[src/rtl/gpio_pkg.sv]
// Shared constants for the APB GPIO port: register byte offsets and the
// interrupt type/polarity bit encodings.
package gpio_pkg;

  localparam int unsigned APB_DW = 32;

  localparam logic [11:0] OFF_DATAIN    = 12'h000;
  localparam logic [11:0] OFF_DATAOUT   = 12'h004;
  localparam logic [11:0] OFF_OUTEN     = 12'h008;
  localparam logic [11:0] OFF_INTEN     = 12'h00C;
  localparam logic [11:0] OFF_INTTYPE   = 12'h010;
  localparam logic [11:0] OFF_INTPOL    = 12'h014;
  localparam logic [11:0] OFF_INTSTATUS = 12'h018;

  localparam logic INTTYPE_EDGE  = 1'b1;
  localparam logic INTTYPE_LEVEL = 1'b0;
  localparam logic INTPOL_HIGH   = 1'b1;
  localparam logic INTPOL_LOW    = 1'b0;

endpackage

[src/rtl/gpio_sync.sv]
// Two-flop synchronizer bringing the asynchronous pad inputs into the PCLK domain.
module gpio_sync #(
  parameter int unsigned WIDTH = 16
) (
  input  logic             PCLK,
  input  logic             PRESETn,
  input  logic [WIDTH-1:0] d_i,
  output logic [WIDTH-1:0] q_o
);

  logic [WIDTH-1:0] meta_q;
  logic [WIDTH-1:0] sync_q;

  always_ff @(posedge PCLK or negedge PRESETn) begin
    if (!PRESETn) begin
      meta_q <= '0;
      sync_q <= '0;
    end else begin
      meta_q <= d_i;
      sync_q <= meta_q;
    end
  end

  assign q_o = sync_q;

endmodule

[src/rtl/apb_gpio_port.sv]
// APB3 GPIO port: output data/enable registers, synchronized input sampling and
// per-bit edge/level interrupts with write-1-to-clear status.
module apb_gpio_port
  import gpio_pkg::*;
#(
  parameter int unsigned PORTWIDTH = 16
) (
  input  logic                 PCLK,
  input  logic                 PRESETn,
  input  logic                 PSEL,
  input  logic                 PENABLE,
  input  logic                 PWRITE,
  input  logic [11:2]          PADDR,
  input  logic [31:0]          PWDATA,
  output logic [31:0]          PRDATA,
  output logic                 PREADY,
  output logic                 PSLVERR,
  input  logic [PORTWIDTH-1:0] PORTIN,
  output logic [PORTWIDTH-1:0] PORTOUT,
  output logic [PORTWIDTH-1:0] PORTEN,
  output logic [PORTWIDTH-1:0] GPIOINT,
  output logic                 COMBINT
);

  logic [PORTWIDTH-1:0] dataout_q, dataout_d;
  logic [PORTWIDTH-1:0] outen_q, outen_d;
  logic [PORTWIDTH-1:0] inten_q, inten_d;
  logic [PORTWIDTH-1:0] inttype_q, inttype_d;
  logic [PORTWIDTH-1:0] intpol_q, intpol_d;
  logic [PORTWIDTH-1:0] intstat_q, intstat_d;
  logic [PORTWIDTH-1:0] prev_q;
  logic [PORTWIDTH-1:0] sync_in;
  logic [PORTWIDTH-1:0] set_vec;
  logic [PORTWIDTH-1:0] w1c_vec;
  logic [PORTWIDTH-1:0] wdata;
  logic [11:0]          byte_addr;
  logic                 wr_en;
  logic                 unused_wdata_bits;

  gpio_sync #(.WIDTH(PORTWIDTH)) u_sync (
    .PCLK    (PCLK),
    .PRESETn (PRESETn),
    .d_i     (PORTIN),
    .q_o     (sync_in)
  );

  assign byte_addr         = {PADDR, 2'b00};
  assign wr_en             = PSEL & PENABLE & PWRITE;
  assign wdata             = PWDATA[PORTWIDTH-1:0];
  assign unused_wdata_bits = ^PWDATA;

  // Edge detection compares the synchronized value with its one-cycle-old copy,
  // so a change of INTTYPE/INTPOL alone can never fabricate an edge.
  always_comb begin
    set_vec = '0;
    for (int i = 0; i < int'(PORTWIDTH); i++) begin
      if (inten_q[i]) begin
        if (inttype_q[i] == INTTYPE_EDGE) begin
          set_vec[i] = (intpol_q[i] == INTPOL_HIGH) ? (sync_in[i] & ~prev_q[i])
                                                    : (~sync_in[i] & prev_q[i]);
        end else begin
          set_vec[i] = (intpol_q[i] == INTPOL_HIGH) ? sync_in[i] : ~sync_in[i];
        end
      end
    end
  end

  always_comb begin
    dataout_d = dataout_q;
    outen_d   = outen_q;
    inten_d   = inten_q;
    inttype_d = inttype_q;
    intpol_d  = intpol_q;
    w1c_vec   = '0;
    if (wr_en) begin
      case (byte_addr)
        OFF_DATAOUT:   dataout_d = wdata;
        OFF_OUTEN:     outen_d   = wdata;
        OFF_INTEN:     inten_d   = wdata;
        OFF_INTTYPE:   inttype_d = wdata;
        OFF_INTPOL:    intpol_d  = wdata;
        OFF_INTSTATUS: w1c_vec   = wdata;
        default:       ;
      endcase
    end
    // A new set condition beats a simultaneous clear of the same bit.
    intstat_d = (intstat_q & ~w1c_vec) | set_vec;
  end

  always_ff @(posedge PCLK or negedge PRESETn) begin
    if (!PRESETn) begin
      dataout_q <= '0;
      outen_q   <= '0;
      inten_q   <= '0;
      inttype_q <= '0;
      intpol_q  <= '0;
      intstat_q <= '0;
      prev_q    <= '0;
    end else begin
      dataout_q <= dataout_d;
      outen_q   <= outen_d;
      inten_q   <= inten_d;
      inttype_q <= inttype_d;
      intpol_q  <= intpol_d;
      intstat_q <= intstat_d;
      prev_q    <= sync_in;
    end
  end

  always_comb begin
    PRDATA = '0;
    if (PSEL) begin
      case (byte_addr)
        OFF_DATAIN:    PRDATA[PORTWIDTH-1:0] = sync_in;
        OFF_DATAOUT:   PRDATA[PORTWIDTH-1:0] = dataout_q;
        OFF_OUTEN:     PRDATA[PORTWIDTH-1:0] = outen_q;
        OFF_INTEN:     PRDATA[PORTWIDTH-1:0] = inten_q;
        OFF_INTTYPE:   PRDATA[PORTWIDTH-1:0] = inttype_q;
        OFF_INTPOL:    PRDATA[PORTWIDTH-1:0] = intpol_q;
        OFF_INTSTATUS: PRDATA[PORTWIDTH-1:0] = intstat_q;
        default:       PRDATA = '0;
      endcase
    end
  end

  assign PREADY  = 1'b1;
  assign PSLVERR = 1'b0;
  assign PORTOUT = dataout_q;
  assign PORTEN  = outen_q;
  assign GPIOINT = intstat_q & inten_q;
  assign COMBINT = |GPIOINT;

endmodule

[config.mk]
export PLATFORM = sky130hd
export DESIGN_NAME = apb_gpio_port
export DESIGN_NICKNAME = d
export VERILOG_FILES = /design/src/rtl/gpio_pkg.sv /design/src/rtl/gpio_sync.sv /design/src/rtl/apb_gpio_port.sv
export SDC_FILE = /design/constraint.sdc
export NUM_CORES = 1
export LEC_CHECK = 0
export ABC_AREA = 1
export ABC_CLOCK_PERIOD_IN_PS = 3250
export CAP_MARGIN = 10
export CORE_MARGIN = 5
export CORE_UTILIZATION = 25
export CTS_CLUSTER_DIAMETER = 60
export DETAILED_ROUTE_END_ITERATION = 10
export DONT_BUFFER_PORTS = 1
export SYNTH_ARGS = -nofsm -noshare
export SYNTH_HDL_FRONTEND = slang
export SYNTH_SLANG_ARGS = --single-unit
[constraint.sdc]
create_clock -name PCLK -period 3.25 [get_ports PCLK]
set_clock_uncertainty 0.2 [all_clocks]
set_input_delay 0.4875 -clock PCLK [delete_from_list [all_inputs] [get_ports PCLK]]
set_output_delay 0.4875 -clock PCLK [all_outputs]
set_load 0.01 [all_outputs]
Word level (Yosys, flattened, before mapping)
Index checks and enable logic that the tools add are counted.
W data, S select, Z words.
{"block": "totals", "ff_bits": 144, "in_bits": 63, "out_inout_bits": 83}
{"block": "classes", "mux": 68, "n_eq_ne": 6, "bitwise_logic": 70, "n_reduce_logical": 7}
{"op": "$pmux W16 S7", "n": 1}
{"op": "$mux W1", "n": 64}
{"op": "$mux W16", "n": 3}
{"op": "$and A1 B1 Y1", "n": 34}
{"op": "$and A16 B16 Y16", "n": 2}
{"op": "$not A1 Y1", "n": 32}
{"op": "$eq A10 B3 Y1 const B", "n": 3}
{"op": "$eq A10 B2 Y1 const B", "n": 2}
{"op": "$not A16 Y16", "n": 1}
{"op": "$or A16 B16 Y16", "n": 1}
{"op": "$reduce_or A16 Y1", "n": 1}
{"op": "$logic_not A12 Y1", "n": 1}
{"op": "$eq A10 B1 Y1 const B", "n": 1}
{"op": "$reduce_and A2 Y1", "n": 5}

Logic depth before layout (Yosys ltp)
{"block": "logic_depth", "ltp_word": 6, "ltp_mapped": 8, "depth_no_buf": 7}

By module
Synthesis repeated with hierarchy kept, for this count alone.
{"block": "hier_totals", "hier_cells": 817, "area_unflattened_um2": 6746.5}
{"module": "apb_gpio_port", "cells_each": 785, "area_per_inst_um2": 5945.7, "n_inst": 1}
{"module": "gpio_sync", "cells_each": 32, "area_per_inst_um2": 800.8, "n_inst": 1}

Worst setup path after synthesis
OpenSTA, ideal clock, no wires.
{"block": "synth_timing", "kind": "input -> output", "startpoint": "in PADDR[11] (netlist name)", "endpoint": "out PRDATA[0]", "n_path_buf": 1, "stages": 8, "t_arrival_ns": 1.516, "setup_slack_ns": 1.046, "path_cell_list": "nor2_1 nand2_1 nor2_8 nand2_1 buf_2 nor2_1 nor2_1 a21oi_1"}
{"block": "synth_between", "elab_chain_cells": 3, "word_cells_on_any_way": 9}
{"element": "start: declaration", "line": "apb_gpio_port.sv:13", "rtl": "input logic [11:2] PADDR,"}
{"element": "$eq A10 B3 Y1, or another cell as far along", "line": "apb_gpio_port.sv:113", "rtl": "case (byte_addr)"}
{"element": "$pmux W16 S7 *", "line": "apb_gpio_port.sv:113"}
{"element": "$mux W16 *", "line": "apb_gpio_port.sv:112", "rtl": "if (PSEL) begin"}
{"element": "end: declaration", "line": "apb_gpio_port.sv:15", "rtl": "output logic [31:0] PRDATA,"}
Every way passes the cells marked *; elsewhere a longest branch is shown, timed or not.

Final worst setup path
{"block": "layout_timing", "startpoint": "in PADDR[11] (netlist name)", "endpoint": "out PRDATA[13]"}
The elaborated chain is that of the path after synthesis.

==> impl_metrics.env <==
export IMPL_most_frequent_cell_on_the_critical_path="nor2_1"
export IMPL_yosysMostFrequentCell="nand2_1"
export IMPL_max_cap_violations=0
export IMPL_failed_checks="hold timing"
export IMPL_tritoncts="built"
export IMPL_ctsHoldBuffers=16
export IMPL_initial_utilization=0.252
export IMPL_cts_sinks=144
export IMPL_vdd_ir_drop_worst_mv=0.321
export IMPL_clock_insertion_delay_worst_skew_ns=0.43
export IMPL_worst_ep_arrival_time_ns=2.10
export IMPL_fp_dieArea_mm2=0.0303
export IMPL_yosysUniqueCellTypes=23
export IMPL_finalHoldViolCount=144
export IMPL_largest_area_contributor_in_the_synthesized_netlist="dfrtp_1"
export IMPL_cellLeakagePower_nw=3.68
export IMPL_design_portCount=146
export IMPL_tightestPinTransition_ns=0.625
export IMPL_detailedRoute_firstIterationViolations=498
export IMPL_grt_use_met2=0.221
export IMPL_cts_htree_levels=4
export IMPL_post_synth_top_area_fraction=0.535
export IMPL_cp_slowest_stage_delay_ns=0.37
export IMPL_finalNonFillerCells=1197
export IMPL_grtUsageTotal=0.139
export IMPL_final_setup_viol_count=0
export IMPL_areaGrowthSynthToFinish_pct=17.8
export IMPL_cts_resized_gates=0
export IMPL_timing_max_transition_violations_final=0
export IMPL_remaining_drc_errors=0
export IMPL_synth_enable_flop_cells=0
export IMPL_vias=5595
export IMPL_routed_via_density=4.67
export IMPL_n_fill_cell=2848
export IMPL_antennaDiodeCount=0
export IMPL_totalWireLength_um=20900
export IMPL_rows=60
export IMPL_post_cts_setup_buffer_count=0
export IMPL_worstHoldPathType="in2async"
export IMPL_post_synth_cell_area_avg_um2=8.24
export IMPL_fin_worst_hold_slack_ns=-0.440
export IMPL_layout_worst_path_cycle_share=0.857
export IMPL_post_synth_arst_share=1.00
export IMPL_finalWeightedCongestion=0.807
export IMPL_post_synth_inst_count=818
export IMPL_total_gr_overflow=0
export IMPL_critPathSlowestCell="buf_4"
export IMPL_wl_per_cell_um=17.5
export IMPL_outcome="complete, but fails checks"
export IMPL_critical_path_startpoint_type="primary input"
export IMPL_root_buffer="clkbuf_16"
export IMPL_gr_max_usage_layer="met2"
export IMPL_layout_cells_sized_above_1=0.0888
export IMPL_antenna_found_initial=0
export IMPL_syn_cell_area_mm2=0.00674
export IMPL_grt_util_met3=0.0450
export IMPL_timing_max_slew_rel_slack=0.583
export IMPL_tritoncts_num_buffers=17
export IMPL_drtAntennaViolNets=0
export IMPL_fp_dieW_um=174
export IMPL_cp_data_required_time_ns=2.56
export IMPL_grt_first_pass_wirelength_um=32000
export IMPL_synth_top_flop_cell="dfrtp_1"
export IMPL_first_global_vias=5455
export IMPL_crit_path_cell_trace="nor2_1 -> nand2_1 -> nor2_8 -> buf_4 -> nand2_2 -> nor2_1 -> nor2_1 -> a21oi_1"
export IMPL_detailedPlacementHpwl_um=14100
export IMPL_buffer_depth_of_the_longest_clock_path=2
export IMPL_worstPathBufferInverterCount=1
export IMPL_powerDensity_mw_per_mm2=532
export IMPL_ff_latch_area_mm2=0.00360
export IMPL_min_period_ns=2.79
export IMPL_grt_start_max_net_pins=145
export IMPL_critical_path_top_delay_family="simple AND/OR/NAND/NOR gates"
export IMPL_cp_max_fo=31
export IMPL_critical_path_class="in2out"
export IMPL_nets=907
export IMPL_synth_cells_most_frequent="nand2_1, dfrtp_1, nand3_1"
export IMPL_multi_input_area_mm2=0.00254
export IMPL_dr_pass1_iters=5
export IMPL_fin_setup_tns_ns=0
export IMPL_port_buffer_count=0
export IMPL_design_core_area_mm2=0.0267
export IMPL_global_route_usage_met1=0.180
export IMPL_ys_seq_elements=144
export IMPL_max_freq_ghz=0.359
export IMPL_grt_setup_unrepaired="no"
export IMPL_seq_area_frac_synth=0.535
export IMPL_clkSlewWorstSetupHoldPaths_ns=0.06
export IMPL_synth_yosys_warnings=0
export IMPL_yosys_top_cells_area="dfrtp_1, nand2_1, nand3_1, o21ai_1, inv_1"
export IMPL_endpoint_kind="output port"
export IMPL_fp_dieH_um=174
export IMPL_placed_cells_incl_taps=1150
per-layer routing:
layer	share of wire	wire length, um
met1	0.43	8950
met2	0.47	9820
met3	0.088	1830
met4	0.016	342
met5	0	0
stage by stage:
| stage | hold WS, ns | instance area (um^2) | worst slack (ns) | power, W | utilization |
|---|---|---|---|---|---|
| final | -0.440 | 7940 | 0.464 | 0.00422 | 0.297 |
| after global routing | -0.469 | 7940 | 0.331 | 0.00436 | 0.297 |
| after CTS | -0.463 | 7940 | 0.445 | 0.00427 | 0.297 |
| after detailed placement | 0.00123 | 7110 | 0.452 | 0.00199 | 0.266 |
| after global placement | 0.00114 | 7110 | 0.485 | 0.00199 | 0.266 |
| after floorplan | -0.00809 | 6800 | 1.05 | 0.00197 | - |
path summary, 6_finish.rpt:
path                       slack, ns                end              from  cells past startpoint
setup / recovery                0.46         PRDATA[13]         PADDR[11]                      8
hold / removal                 -0.44  u_sync.meta_q[10]           PRESETn                      0
setup reg to reg                2.03      intstat_q[12]     inttype_q[12]                      5
hold reg to reg                 0.15      u_sync.q_o[1]  u_sync.meta_q[1]                      0
max in group asynchronous       3.04         prev_q[14]           PRESETn                      0
min in group PCLK               0.12         PORTOUT[7]         PWDATA[7]                      2
logic make-up (layout without fill, tap and decap cells):
group / count (synthesis) / in the layout / share of synthesized area
AOI/OAI and AO/OA: 130 / 130 / 0.103
and+or+nand+nor: 400 / 400 / 0.264
buffers and inverters: 142 / 164 / 0.0977
other: 2 / 18 / 0.00111
DFF: 144 / 144 / 0.535
report_power, final:
group,internal (W),total (W),leakage (nW),switching (W)
Sequential,0.00183,0.00185,1.82,0.0000260
Clock,0.00146,0.00225,0.323,0.000787
Combinational,0.0000334,0.000124,1.54,0.0000908
final cells by class:
cell class / count / share of cell area
inverters: 90 / 0.0426
flip-flops and latches: 144 / 0.454
well taps: 341 / 0.0538
clock buffers: 18 / 0.0553
clock inverters: 13 / 0.0292
multi-input cells: 548 / 0.320
repair buffers: 43 / 0.0457
registers in the layout, indices dropped and copies added, names as in the netlist:
name / count
PORTEN: 16
PORTOUT: 16
inten_q: 16
intpol_q: 16
intstat_q: 16
inttype_q: 16
prev_q: 16
u_sync.meta_q: 16
u_sync.q_o: 16
worst reg2reg max path, delay by kind of cell, from the launching register on:
family | cells | cell delay [ns]
compound gates | 2 | 0.35
flops | 1 | 0.41
simple gates | 2 | 0.13
buf+inv | 1 | 0.07
cells in the final DEF (no fill, tap or decap), drive strengths merged:
cell type,n
nand3,118
inv,91
a21oi,17
nor3,16
dlygate4sd3,16
nor2,74
o31ai,16
conb,18
bufinv,6
nor4,4
nand2,187
buf,27
nand4,1
o21ai,97
dfrtp,144
clkinv,4
clkbuf,18
clkinvlp,2
Power figures use the tool's default switching activity.
